## config.mk

```make
export PLATFORM = sky130hd
export DESIGN_NAME = fm_stim_sched
export DESIGN_NICKNAME = d
export VERILOG_FILES = /design/src/rtl/fm_stim_pkg.sv /design/src/rtl/fm_stim_table.sv /design/src/rtl/fm_stim_sched.sv
export SDC_FILE = /design/constraint.sdc
export NUM_CORES = 1
export LEC_CHECK = 0
export ABC_AREA = 0
export CAP_MARGIN = 10
export CORE_ASPECT_RATIO = 0.9
export CORE_MARGIN = 2
export CORE_UTILIZATION = 35
export DETAILED_ROUTE_END_ITERATION = 8
export MAX_ROUTING_LAYER = met4
export REMOVE_ABC_BUFFERS = 1
export SYNTH_ARGS = -nofsm -noshare
export SYNTH_HDL_FRONTEND = slang
export SYNTH_SLANG_ARGS = --single-unit
```

## constraint.sdc

```tcl
create_clock -name clk -period 7.7 [get_ports clk]
set_input_delay 2.31 -clock clk [delete_from_list [all_inputs] [get_ports clk]]
set_output_delay 2.31 -clock clk [all_outputs]
set_load 0.1 [all_outputs]
```

## src/rtl/fm_stim_pkg.sv

```systemverilog
// fm_stim_pkg: shared types and default widths for the FM stimulus sequencer.
//   fm_stim_state_e : sequencer state encoding
//   fm_stim_entry_t : one table entry {freq, ampl, noise, dwell} at default widths
//   FM_ENTRY_W      : packed width of one table entry at default widths
package fm_stim_pkg;

   localparam int FM_DEPTH   = 16;
   localparam int FM_FREQ_W  = 32;
   localparam int FM_AMPL_W  = 16;
   localparam int FM_DWELL_W = 24;

   typedef enum logic [2:0] {
      ST_IDLE  = 3'd0,
      ST_INIT  = 3'd1,
      ST_FETCH = 3'd2,
      ST_OFFER = 3'd3,
      ST_DWELL = 3'd4
   } fm_stim_state_e;

   typedef struct packed {
      logic [FM_FREQ_W-1:0]  freq;
      logic [FM_AMPL_W-1:0]  ampl;
      logic [FM_AMPL_W-1:0]  noise;
      logic [FM_DWELL_W-1:0] dwell;
   } fm_stim_entry_t;

   localparam int FM_ENTRY_W = $bits(fm_stim_entry_t);

endpackage

```

## src/rtl/fm_stim_table.sv

```systemverilog
// fm_stim_table: DEPTH-entry stimulus table, one write port, one registered read port.
//   clk, reset       : clock, async active-high reset (read register only)
//   we, wr_addr,     : write strobe, address and packed entry data
//   wr_data
//   rd_en, rd_addr   : read enable and address; rd_data updates only when rd_en=1
//   rd_data          : registered read data, held between reads
module fm_stim_table
   import fm_stim_pkg::*;
#(
   parameter int DEPTH  = FM_DEPTH,
   parameter int DATA_W = FM_ENTRY_W,
   localparam int AW    = $clog2(DEPTH)
) (
   input  logic              clk,
   input  logic              reset,
   input  logic              we,
   input  logic [AW-1:0]     wr_addr,
   input  logic [DATA_W-1:0] wr_data,
   input  logic              rd_en,
   input  logic [AW-1:0]     rd_addr,
   output logic [DATA_W-1:0] rd_data
);

   logic [DATA_W-1:0] mem_q [DEPTH];
   logic [DATA_W-1:0] rd_q;

   always_ff @(posedge clk) begin
      if (we) mem_q[wr_addr] <= wr_data;
   end

   // Read data is captured once per FETCH and held, so writes to the entry
   // being offered do not disturb the config seen by the generator.
   always_ff @(posedge clk or posedge reset) begin
      if (reset)      rd_q <= '0;
      else if (rd_en) rd_q <= mem_q[rd_addr];
   end

   assign rd_data = rd_q;

endmodule

```

## src/rtl/fm_stim_sched.sv

```systemverilog
// fm_stim_sched: steps a tone generator and its PRBS noise sources through a
// programmed table of (freq, ampl, noise, dwell) entries.
//   Table write : tbl_we, tbl_addr, tbl_freq/ampl/noise/dwell
//   Control     : n_steps (0 -> 1, >DEPTH -> DEPTH), start, abort, loop
//   Config      : cfg_valid/cfg_ready handshake, cfg_freq/ampl/noise
//   Status      : gen_en, noise_en, prbs_init, step, busy, done
// Build option FM_STIM_LOOP_EN: when defined, loop repeats the table after the
// last step; otherwise loop is ignored and every run is a single pass.
//
// state | meaning
// IDLE  | waiting for start
// INIT  | one-cycle PRBS re-seed
// FETCH | registered table read at step
// OFFER | cfg_valid high until cfg_ready
// DWELL | hold entry for max(dwell,1) cycles
module fm_stim_sched
   import fm_stim_pkg::*;
#(
   parameter int DEPTH   = FM_DEPTH,
   parameter int FREQ_W  = FM_FREQ_W,
   parameter int AMPL_W  = FM_AMPL_W,
   parameter int DWELL_W = FM_DWELL_W
) (
   input  logic                       clk,
   input  logic                       reset,
   input  logic                       tbl_we,
   input  logic [$clog2(DEPTH)-1:0]   tbl_addr,
   input  logic [FREQ_W-1:0]          tbl_freq,
   input  logic [AMPL_W-1:0]          tbl_ampl,
   input  logic [AMPL_W-1:0]          tbl_noise,
   input  logic [DWELL_W-1:0]         tbl_dwell,
   input  logic [$clog2(DEPTH):0]     n_steps,
   input  logic                       start,
   input  logic                       abort,
   input  logic                       loop,
   output logic                       cfg_valid,
   input  logic                       cfg_ready,
   output logic [FREQ_W-1:0]          cfg_freq,
   output logic [AMPL_W-1:0]          cfg_ampl,
   output logic [AMPL_W-1:0]          cfg_noise,
   output logic                       gen_en,
   output logic                       noise_en,
   output logic                       prbs_init,
   output logic [$clog2(DEPTH)-1:0]   step,
   output logic                       busy,
   output logic                       done
);

   localparam int AW    = $clog2(DEPTH);
   localparam int NW    = AW + 1;
   localparam int ENT_W = FREQ_W + 2*AMPL_W + DWELL_W;

   fm_stim_state_e     state_q, state_d;
   logic [AW-1:0]      step_q, step_d;
   logic [NW-1:0]      n_q, n_d;
   logic [DWELL_W-1:0] cnt_q, cnt_d;
   logic               gen_en_q, gen_en_d;
   logic               noise_en_q, noise_en_d;
   logic               done_q, done_d;
   logic               rd_en;

   logic [ENT_W-1:0]   rd_ent;
   logic [FREQ_W-1:0]  ent_freq;
   logic [AMPL_W-1:0]  ent_ampl;
   logic [AMPL_W-1:0]  ent_noise;
   logic [DWELL_W-1:0] ent_dwell;
   logic [NW-1:0]      n_clamped;
   logic               last_step;
   logic               loop_live;

`ifdef FM_STIM_LOOP_EN
   assign loop_live = loop;
`else
   logic unused_loop;
   assign unused_loop = loop;
   assign loop_live   = 1'b0;
`endif

   fm_stim_table #(
      .DEPTH  (DEPTH),
      .DATA_W (ENT_W)
   ) u_table (
      .clk     (clk),
      .reset   (reset),
      .we      (tbl_we),
      .wr_addr (tbl_addr),
      .wr_data ({tbl_freq, tbl_ampl, tbl_noise, tbl_dwell}),
      .rd_en   (rd_en),
      .rd_addr (step_q),
      .rd_data (rd_ent)
   );

   assign {ent_freq, ent_ampl, ent_noise, ent_dwell} = rd_ent;

   always_comb begin
      n_clamped = n_steps;
      if (n_steps == '0)               n_clamped = NW'(1);
      else if (n_steps > NW'(DEPTH))   n_clamped = NW'(DEPTH);
   end

   assign last_step = ({1'b0, step_q} + NW'(1)) >= n_q;

   always_comb begin
      state_d    = state_q;
      step_d     = step_q;
      n_d        = n_q;
      cnt_d      = cnt_q;
      gen_en_d   = gen_en_q;
      noise_en_d = noise_en_q;
      done_d     = 1'b0;
      rd_en      = 1'b0;
      if (abort) begin
         state_d    = ST_IDLE;
         gen_en_d   = 1'b0;
         noise_en_d = 1'b0;
      end else begin
         case (state_q)
            ST_IDLE: begin
               if (start) begin
                  state_d = ST_INIT;
                  n_d     = n_clamped;
                  step_d  = '0;
               end
            end
            ST_INIT:  state_d = ST_FETCH;
            ST_FETCH: begin
               rd_en   = 1'b1;
               state_d = ST_OFFER;
            end
            ST_OFFER: begin
               if (cfg_ready) begin
                  state_d    = ST_DWELL;
                  gen_en_d   = 1'b1;
                  noise_en_d = (ent_noise != '0);
                  cnt_d      = (ent_dwell == '0) ? DWELL_W'(1) : ent_dwell;
               end
            end
            ST_DWELL: begin
               if (cnt_q <= DWELL_W'(1)) begin
                  if (!last_step) begin
                     step_d  = step_q + AW'(1);
                     state_d = ST_FETCH;
                  end else if (loop_live) begin
                     step_d  = '0;
                     state_d = ST_FETCH;
                  end else begin
                     state_d    = ST_IDLE;
                     done_d     = 1'b1;
                     gen_en_d   = 1'b0;
                     noise_en_d = 1'b0;
                  end
               end else begin
                  cnt_d = cnt_q - DWELL_W'(1);
               end
            end
            default: state_d = ST_IDLE;
         endcase
      end
   end

   always_ff @(posedge clk or posedge reset) begin
      if (reset) begin
         state_q    <= ST_IDLE;
         step_q     <= '0;
         n_q        <= '0;
         cnt_q      <= '0;
         gen_en_q   <= 1'b0;
         noise_en_q <= 1'b0;
         done_q     <= 1'b0;
      end else begin
         state_q    <= state_d;
         step_q     <= step_d;
         n_q        <= n_d;
         cnt_q      <= cnt_d;
         gen_en_q   <= gen_en_d;
         noise_en_q <= noise_en_d;
         done_q     <= done_d;
      end
   end

   assign cfg_valid = (state_q == ST_OFFER);
   assign cfg_freq  = ent_freq;
   assign cfg_ampl  = ent_ampl;
   assign cfg_noise = ent_noise;
   assign prbs_init = (state_q == ST_INIT);
   assign busy      = (state_q != ST_IDLE);
   assign step      = step_q;
   assign gen_en    = gen_en_q;
   assign noise_en  = noise_en_q;
   assign done      = done_q;

endmodule

```

---- Yosys cells after proc, flatten, opt, wreduce, memory -nomap -nowiden ----
Memory sizes are Yosys's and may differ from the RTL's. A register that Yosys moved wholly into a read port is not among the register bits.
Cells that the tools add are included.
storage, ports and cells
  output and inout bits ................... 74
  input bits .............................. 104
  memories kept ........................... 1
  register bits ........................... 39
  word-level logic and storage cells ...... 73
  bits in writable memories ............... 1408
cells by class
  bitwise operators ....................... 1
  mux-type cells .......................... 32
  eq/ne operators ......................... 13
  reduce and logical (&&, ||, !) cells .... 13
  add/sub/neg operators ................... 3
  magnitude comparators ................... 3
memory list
  memory         words  bits a word  rd ports  clocked after Yosys merged registers in  wr ports  RTL line             RTL
  u_table.mem_q  16     88           1         1                                        1         fm_stim_table.sv:24  logic [DATA_W-1:0] mem_q [DEPTH];
operators with widths
  cell                   count
  $mux 24                3
  $pmux 24 s2            1
  $le 24x1->1 const B    1
  $logic_not 24->1       1
  $sub 24x1->24 const B  1
  $reduce_bool 16->1     1
  $pmux 3 s5             1
  $mux 1                 14
  $mux 3                 4
  $mux 4                 3
  $mux 5                 2
  $ne 3x3->1 const B     3
  $ne 2x2->1 const B     4
  $pmux 4 s2             1
  $reduce_and 4->1       2
  $eq 3x2->1 const B     2
  $reduce_and 3->1       2
  $reduce_bool 3->1      2
  $add 4x1->5 const B    1
  $ge 5x5->1             1
  $gt 5x5->1 const B     1
  $logic_not 5->1        1
  $reduce_and 5->1       1
  $add 4x1->4 const B    1
  other kinds (9)        11

---- Logic depth before layout (Yosys ltp) ----
Gate-level depths: netlist (run 1).
  depth after elaboration ................. 6
  mapped depth ............................ 11
  mapped depth without buffers ............ 8

---- Hierarchy ----
A second synthesis (run 1) with hierarchy kept.
second synthesis, totals
  cells, all modules ...................... 2676
  area total of the unflattened synthesis .. 59513.3 sq um
by module, submodules not included
  module         cells an instance  instances  area an instance (sq um)
  fm_stim_table  2366               1          56822.0
  fm_stim_sched  310                1          2691.3

---- Least setup slack after synthesis (run 1) ----
No wires, ideal clock.
  path kind ............................... input to register
  start ................................... input tbl_addr[2]
  end ..................................... memory u_table.mem_q[0][0] in the netlist's numbering, enable pin
  arrival time ............................ 8.782 ns
  library setup time ...................... 0.644 ns
  path buffers ............................ 0
  setup slack ............................. -1.726 ns
  stages on the path ...................... 2
  path through ............................ or3b_2 nor3_1
RTL lines
  what             RTL line             RTL
  start, declared  fm_stim_sched.sv:27  input logic [$clog2(DEPTH)-1:0] tbl_addr,
  end, declared    fm_stim_table.sv:24
No word-level cell before the write port.

---- Worst setup path after layout (run 1) ----
  start ................................... register step_q[3] (netlist: step[3])
  end ..................................... output step[3]
RTL lines
  what                    RTL line              RTL
  start, declared         fm_stim_sched.sv:54   logic [AW-1:0] step_q, step_d;
  start signal, assigned  fm_stim_sched.sv:172  step_q <= step_d;
  end, declared           fm_stim_sched.sv:44   output logic [$clog2(DEPTH)-1:0] step,
No word-level cell between the ends.

==> impl_metrics.toml, run 1 <==
[sta]
rsz0062_at_grt = "no"
skew_ns = 0.01844
hold_viol_final = 0
period_share_pct = 69.75
slew_viol_final = 0
post-route-min-period_ns = 5.371
tns_ns = 0
setup_viol_count_final = 0
max_freq_mhz = 186.2
relSlewSlack_pct = 21.87
tightest_slew_ns = 1.166
fin_hold_ws_ns = 0.4927

[power]
p_sw_share_pct = 25.19
p_switching_uw = 4784
combPwrFrac_pct = 9.6
total_power_uw = 18990
power_frac_seq_pct = 51.6
p_clk_share_pct = 38.8
powerDensity_mw_per_mm2 = 277.3
internal_power_uw = 14210
leakage_uw = 0.02081
vdd_drop_max_uv = 218.8

[die]
die_x_um = 437.6
io_pins = 178
fp.dieH_um = 394.2
start_util_pct = 35.17
core_area_sq_mm = 0.1684
dieArea_sq_mm = 0.1725
num_rows = 143

[drt]
routed_wl_mm = 141.2
drt-initial-drc-count = 2347
drt_pass1_iterations = 5
ant_nets = 0
route.detailed.drc = 0
num_vias = 27990
wl_per_cell_um = 26.18
via_per_inst = 5.189

[cts]
cts-hold-fix-buffers = 0
insertion_delay_ns = 0.78
clkSinkCount = 1535
clkTransAtPathRegs_ns = 0.06
cts_tree = "yes"
cts_setup_buffers = 0
cts_made_buffers = 153
clockBufferDepth = 3
cts_resized = 0
root_buffer = "clkbuf_16"
cts_max_level = 4

[yosys]
ys_ff_latch = 1535
synth_cell_types = 64
synth_cells = 2826
synth-async-reset-ratio_pct = 8.274
synth_area_sq_mm = 0.05922
synth-seq-area-share_pct = 76.76
syn_area_per_cell_sq_um = 20.95
yosys_warnings = 0
synth_edf_count = 1408
ys.flop_type = "edfxtp_1"

[layout]
fillers = 14620
drive_above_1_share_pct = 21.61
area_delta_synth_final_pct = 15.68
layout_common_cells = "edfxtp_1 (1408), mux4_2 (352), mux2i_1 (179)"
nNetsFinal = 3106
final_common_cell = "edfxtp_1"

[place]
portBuffers = 176
routabilityCongestion = 0.8186
dp_hpwl_mm = 68.09

[grt]
grt_start_max_net_pins = 140
overflow = 0
grt_pass1_vias = 29280
grt_pass1_wl_mm = 204.6
grt.total_usage_pct = 16.81
antenna_found_initial = 28

[worst_setup_path]
critPathKind = "reg2out"
start_kind = "register"
crit_path_max_fanout = 33
worst_ep_arrival_time_ns = 3.06
cp_top_family = "buffers and inverters"
cp-end-kind = "primary output"
required_ns = 5.39
critPathBufInv = 1
path_cells = "clkdlybuf4s50_1"
crit_path_top_delay_cell = "clkdlybuf4s50_1"
max_stage_delay_ns = 1.34

[worst_hold_path]
hold_path_class = "reg2reg"

[run_status]
status = "completed"

[run]
cap_violations = 0
final cells by class:
| class | instances | area [sq um] | area share [%] |
|---|---|---|---|
| sequential | 1535 | 45470 | 66.38 |
| multi-input combinational | 1068 | 12750 | 18.62 |
| clock buffer | 220 | 4428 | 6.464 |
| tap | 2247 | 2811 | 4.104 |
| timing repair buffer | 224 | 2367 | 3.456 |
| clock inverter | 64 | 559.3 | 0.8165 |
| antenna | 24 | 60.06 | 0.08767 |
| inverter | 12 | 50.05 | 0.07306 |
path summary, 6_finish.rpt:
check                                                 from                               to  slack [ns]  cells after the start
max                                    step[3]$_DFFE_PP0P_                          step[3]        2.33                      1
min                        u_table.rd_data[77]$_DFFE_PP0P_  u_table.rd_data[77]$_DFFE_PP0P_        0.49                      2
max reg2reg                            step[1]$_DFFE_PP0P_   u_table.rd_data[3]$_DFFE_PP0P_        3.32                      8
min reg2reg                u_table.rd_data[77]$_DFFE_PP0P_  u_table.rd_data[77]$_DFFE_PP0P_        0.49                      2
max in group asynchronous                            reset              step[1]$_DFFE_PP0P_        4.40                      3
min in group asynchronous                            reset  u_table.rd_data[35]$_DFFE_PP0P_        2.01                      2
logic make-up (layout without fill, tap and decap cells):
kind of cell,Yosys count,in the layout,share of synthesized area (%)
flops,1535,1535,76.76
mux,532,532,16.43
simple gates,267,267,2.273
compound gates,259,259,2.390
buf+inv,223,520,1.942
fa+ha+maj,8,8,0.1690
xor+xnor,2,2,0.02959
other cells,0,24,0
through the flow:
step / instance area [sq um] / instances / utilization (%) / setup slack (ns)
global route: 68490 / 5391 / 40.68 / 2.239
detailed placement: 63450 / 5086 / 37.69 / 2.165
finish: 68500 / 5394 / 40.69 / 2.329
global placement: 63450 / 5086 / 37.69 / 2.224
floorplan: 58110 / 2615 / - / -9.069
CTS: 68440 / 5370 / 40.65 / 2.240
synth_stat cells, types with 2 or more instances:
library cell  count  area share (%)
nor3_1           18            0.15
a22oi_1           3           0.038
nor4b_1           2           0.030
nand2b_1          9           0.095
o22ai_1           6           0.063
o21ai_1           4           0.034
nand4_1          10            0.11
buf_1            10           0.063
o31ai_1           2           0.025
or3b_2            2           0.030
o311ai_0          3           0.044
nand3_1          16            0.14
nand3b_1          4           0.051
nor4_1           14            0.15
a31oi_1           3           0.032
o21ai_0         107            0.90
dfrtp_1         127             5.4
nor4_2            2           0.042
and4_1            4           0.059
or3_1             5           0.053
nor3b_1           2           0.025
o211ai_1          5           0.063
buf_4            64            0.81
mux2i_1         179             3.0
and3_1            9           0.095
a21oi_1         107            0.90
or4_4             2           0.038
edfxtp_1       1408              71
or4_1             3           0.038
ha_1              8            0.17
inv_1            11           0.070
mux4_2          352              13
clkbuf_1         84            0.53
a2bb2oi_1         3           0.044
nand2_1          35            0.22
nor2b_1           2           0.021
nor3_2            2           0.034
o22a_1            3           0.044
nor2_1          117            0.74
a21o_1            3           0.038
buf_2            52            0.44
a32o_1            2           0.034
per-layer routing:
| layer | share of wire [%] | routed length, um | track usage [%] |
|---|---|---|---|
| met4 | 2.4 | 3391 | 5.037 |
| met5 | 0 | 0 | - |
| met3 | 5.6 | 7909 | 3.703 |
| met2 | 50 | 70310 | 27.29 |
| met1 | 42 | 59610 | 21.14 |
sequential cells by signal, summed over array words and instances, names as in the netlist:
signal / flops
cnt_q: 24
done: 1
u_table.rd_data: 88
noise_en: 1
n_q: 5
state_q: 3
step: 4
gen_en: 1
u_table.mem_q: 1408
power by group through the flow:
stage / clock, uW / combinational, uW / sequential [uW]
3_3_place_gp: 0 / 1810 / 9960
6_report: 7380 / 1820 / 9800
2_1_floorplan: 0 / 416 / 10600
5_1_grt: 7840 / 1920 / 9830
4_1_cts: 7530 / 1840 / 9800
3_5_place_dp: 0 / 1830 / 9980
No activity file was read; power rests on OpenSTA's default activity.
==> run 2, diff against run 1 <==
==> constraint.sdc (replaced) <==
create_clock -name clk -period 4.4 [get_ports clk]
set_input_delay 1.32 -clock clk [delete_from_list [all_inputs] [get_ports clk]]
set_output_delay 1.32 -clock clk [all_outputs]
set_load 0.1 [all_outputs]
==> run 2 against run 1 <==
Net effect: sequential cell count unchanged; largest cell class unchanged; register-to-register slack got worse by 1.8 ns; combinational power increased by 76%; via count increased by 0.68%; final cell count increased by 0.80%; count of clock-buffer cells in the layout decreased by 7; design area increased by 1.2%.
==> impl_metrics.toml, run 2 (same netlist as run 1, synthesis figures left out) <==
[grt]
grt.total_usage_pct = 16.66
overflow = 0
antenna_found_initial = 25
grt_pass1_vias = 29040
grt_start_max_net_pins = 99
grt_pass1_wl_mm = 203.6

[cts]
cts_resized = 0
clockBufferDepth = 3
cts_tree = "yes"
cts-hold-fix-buffers = 0
clkTransAtPathRegs_ns = 0.06
insertion_delay_ns = 0.78
cts_setup_buffers = 0
clkSinkCount = 1535
cts_made_buffers = 158
root_buffer = "clkbuf_16"
cts_max_level = 4

[worst_setup_path]
crit_path_top_delay_cell = "clkdlybuf4s50_1"
max_stage_delay_ns = 0.99
critPathBufInv = 1
r2r-end = "step[0]$_DFFE_PP0P_"
cp-end-kind = "primary output"
worst-r2r-cell-count = 8
crit_path_max_fanout = 12
worst_ep_arrival_time_ns = 2.74
r2r_setup_slack_ns = 1.54
cp_top_family = "buffers and inverters"
start_kind = "register"
path_cells = "or3_1, clkdlybuf4s50_1"
critPathKind = "reg2out"
required_ns = 3.08
reg2reg_from = "step[1]$_DFFE_PP0P_"

[sta]
relSlewSlack_pct = 29.43
slew_viol_final = 0
skew_ns = 0.03264
layout_setup_ws_ns = 0.3418
setup_viol_count_final = 0
max_freq_mhz = 246.4
hold_viol_final = 0
post-route-min-period_ns = 4.058
rsz0062_at_grt = "no"
period_share_pct = 92.23
tightest_slew_ns = 1.055

[power]
vdd_drop_max_uv = 392.6
powerDensity_mw_per_mm2 = 486.2
leakage_uw = 0.02122

[layout]
multi_input_area_sq_mm = 0.01275
drive_above_1_share_pct = 23.10
fillers = 14690
stdcell_count = 5437
nNetsFinal = 3157
layout_common_cells = "edfxtp_1 (1408), mux4_2 (352), mux2i_1 (179)"
top_register = "u_table.mem_q"
area_delta_synth_final_pct = 17.04
final_common_cell = "edfxtp_1"
largest_reg_flops = 1408
stdcell_area_sq_mm = 0.06931
ff_latch_area_sq_mm = 0.04547

[place]
dpl.cell_count = 5132
dp_hpwl_mm = 75.11
portBuffers = 176
place_ws_ns = 0.7636
routabilityCongestion = 0.8158
placed_area_sq_mm = 0.06409

[worst_hold_path]
hold_path_class = "reg2reg"
hp-start = "n_q[1]$_DFFE_PP0P_"
hold_depth = 2
whs_endpoint = "n_q[1]$_DFFE_PP0P_"

[drt]
route.detailed.drc = 0
via_per_inst = 5.183
ant_nets = 0
drt-initial-drc-count = 2370
drt_pass1_iterations = 5
num_vias = 28180
routed_wl_mm = 140.6
wl_per_cell_um = 25.86

[die]
dieArea_sq_mm = 0.1725
fp.dieH_um = 394.2
core_area_sq_mm = 0.1684
num_rows = 143
die_x_um = 437.6
start_util_pct = 35.17
io_pins = 178

[run]
cap_violations = 0

[run_status]
status = "completed"
run 2: cell types whose count changed in the layout (fill, tap and decap cells not counted), moves of 8 or more:
| cell | previous run | this run |
|---|---|---|
| buf_12 | 20 | 46 |
| bufinv_16 | 8 | 16 |
| buf_4 | 30 | 65 |
| clkdlybuf4s50_1 | 174 | 159 |
| clkbuf_8 | 22 | 10 |
| diode_2 | 24 | 13 |
run 2: layer usage:
metal,up-vias,track usage (%),share of wire (%)
met5,-,-,0
met4,0,4.618,2.4
met3,225,2.804,4.7
met2,735,27.42,51
met1,15140,21.37,42
li1,12080,-,-
run 2: area by class of cell:
type                       count  area share (%)
tap                         2247           4.056
timing repair buffer         270           4.329
clock inverter                79           1.307
antenna                       13         0.04694
inverter                      12         0.07221
clock buffer                 213           6.178
multi-input combinational   1068           18.40
sequential                  1535           65.61
run 2: worst max-delay path by stage:
| stage | start | to | slack, ns | depth (start not counted) |
|---|---|---|---|---|
| CTS | state_q[1]$_DFFE_PP0P_ | busy | 0.25 | 2 |
| detailed placement | tbl_addr[1] | u_table.mem_q[5][52]$_DFFE_PP_ | 0.76 | 4 |
| finish | state_q[1]$_DFFE_PP0P_ | busy | 0.34 | 2 |
| floorplan | step[0]$_DFFE_PP0P_ | step[0]$_DFFE_PP0P_ | -12.37 | 8 |
| global placement | tbl_addr[0] | u_table.mem_q[5][52]$_DFFE_PP_ | 0.78 | 4 |
| global route | state_q[1]$_DFFE_PP0P_ | busy | 0.26 | 2 |
run 2: worst reg2reg max path: cells and delay by family (launching register included):
| kind | cells | cell delay [ns] |
|---|---|---|
| adder cells (fa/ha/maj) | 2 | 0.59 |
| AND/OR/NAND/NOR | 1 | 0.35 |
| AO/OA/AOI/OAI | 3 | 0.68 |
| multiplexers | 1 | 0.20 |
| XOR/XNOR | 1 | 0.16 |
| flip-flops | 1 | 0.80 |
run 2: power by group:
group | internal [uW] | leakage [uW] | switching (uW)
clock network | 7800 | 0.00251 | 5550
logic | 821 | 0.00440 | 2390
registers | 16600 | 0.0143 | 552
run 2: metrics by stage:
stage | hold WS [ns] | utilization, % | TNS (ns) | power, uW
floorplan | 0.4498 | - | -3944.61 | 19360
detailed placement | 0.4781 | 38.06 | 0 | 20680
finish | 0.4860 | 41.17 | 0 | 33700
global placement | 0.4718 | 38.06 | 0 | 20640
global route | 0.5291 | 41.16 | 0 | 34780
CTS | 0.4915 | 41.15 | 0 | 34030
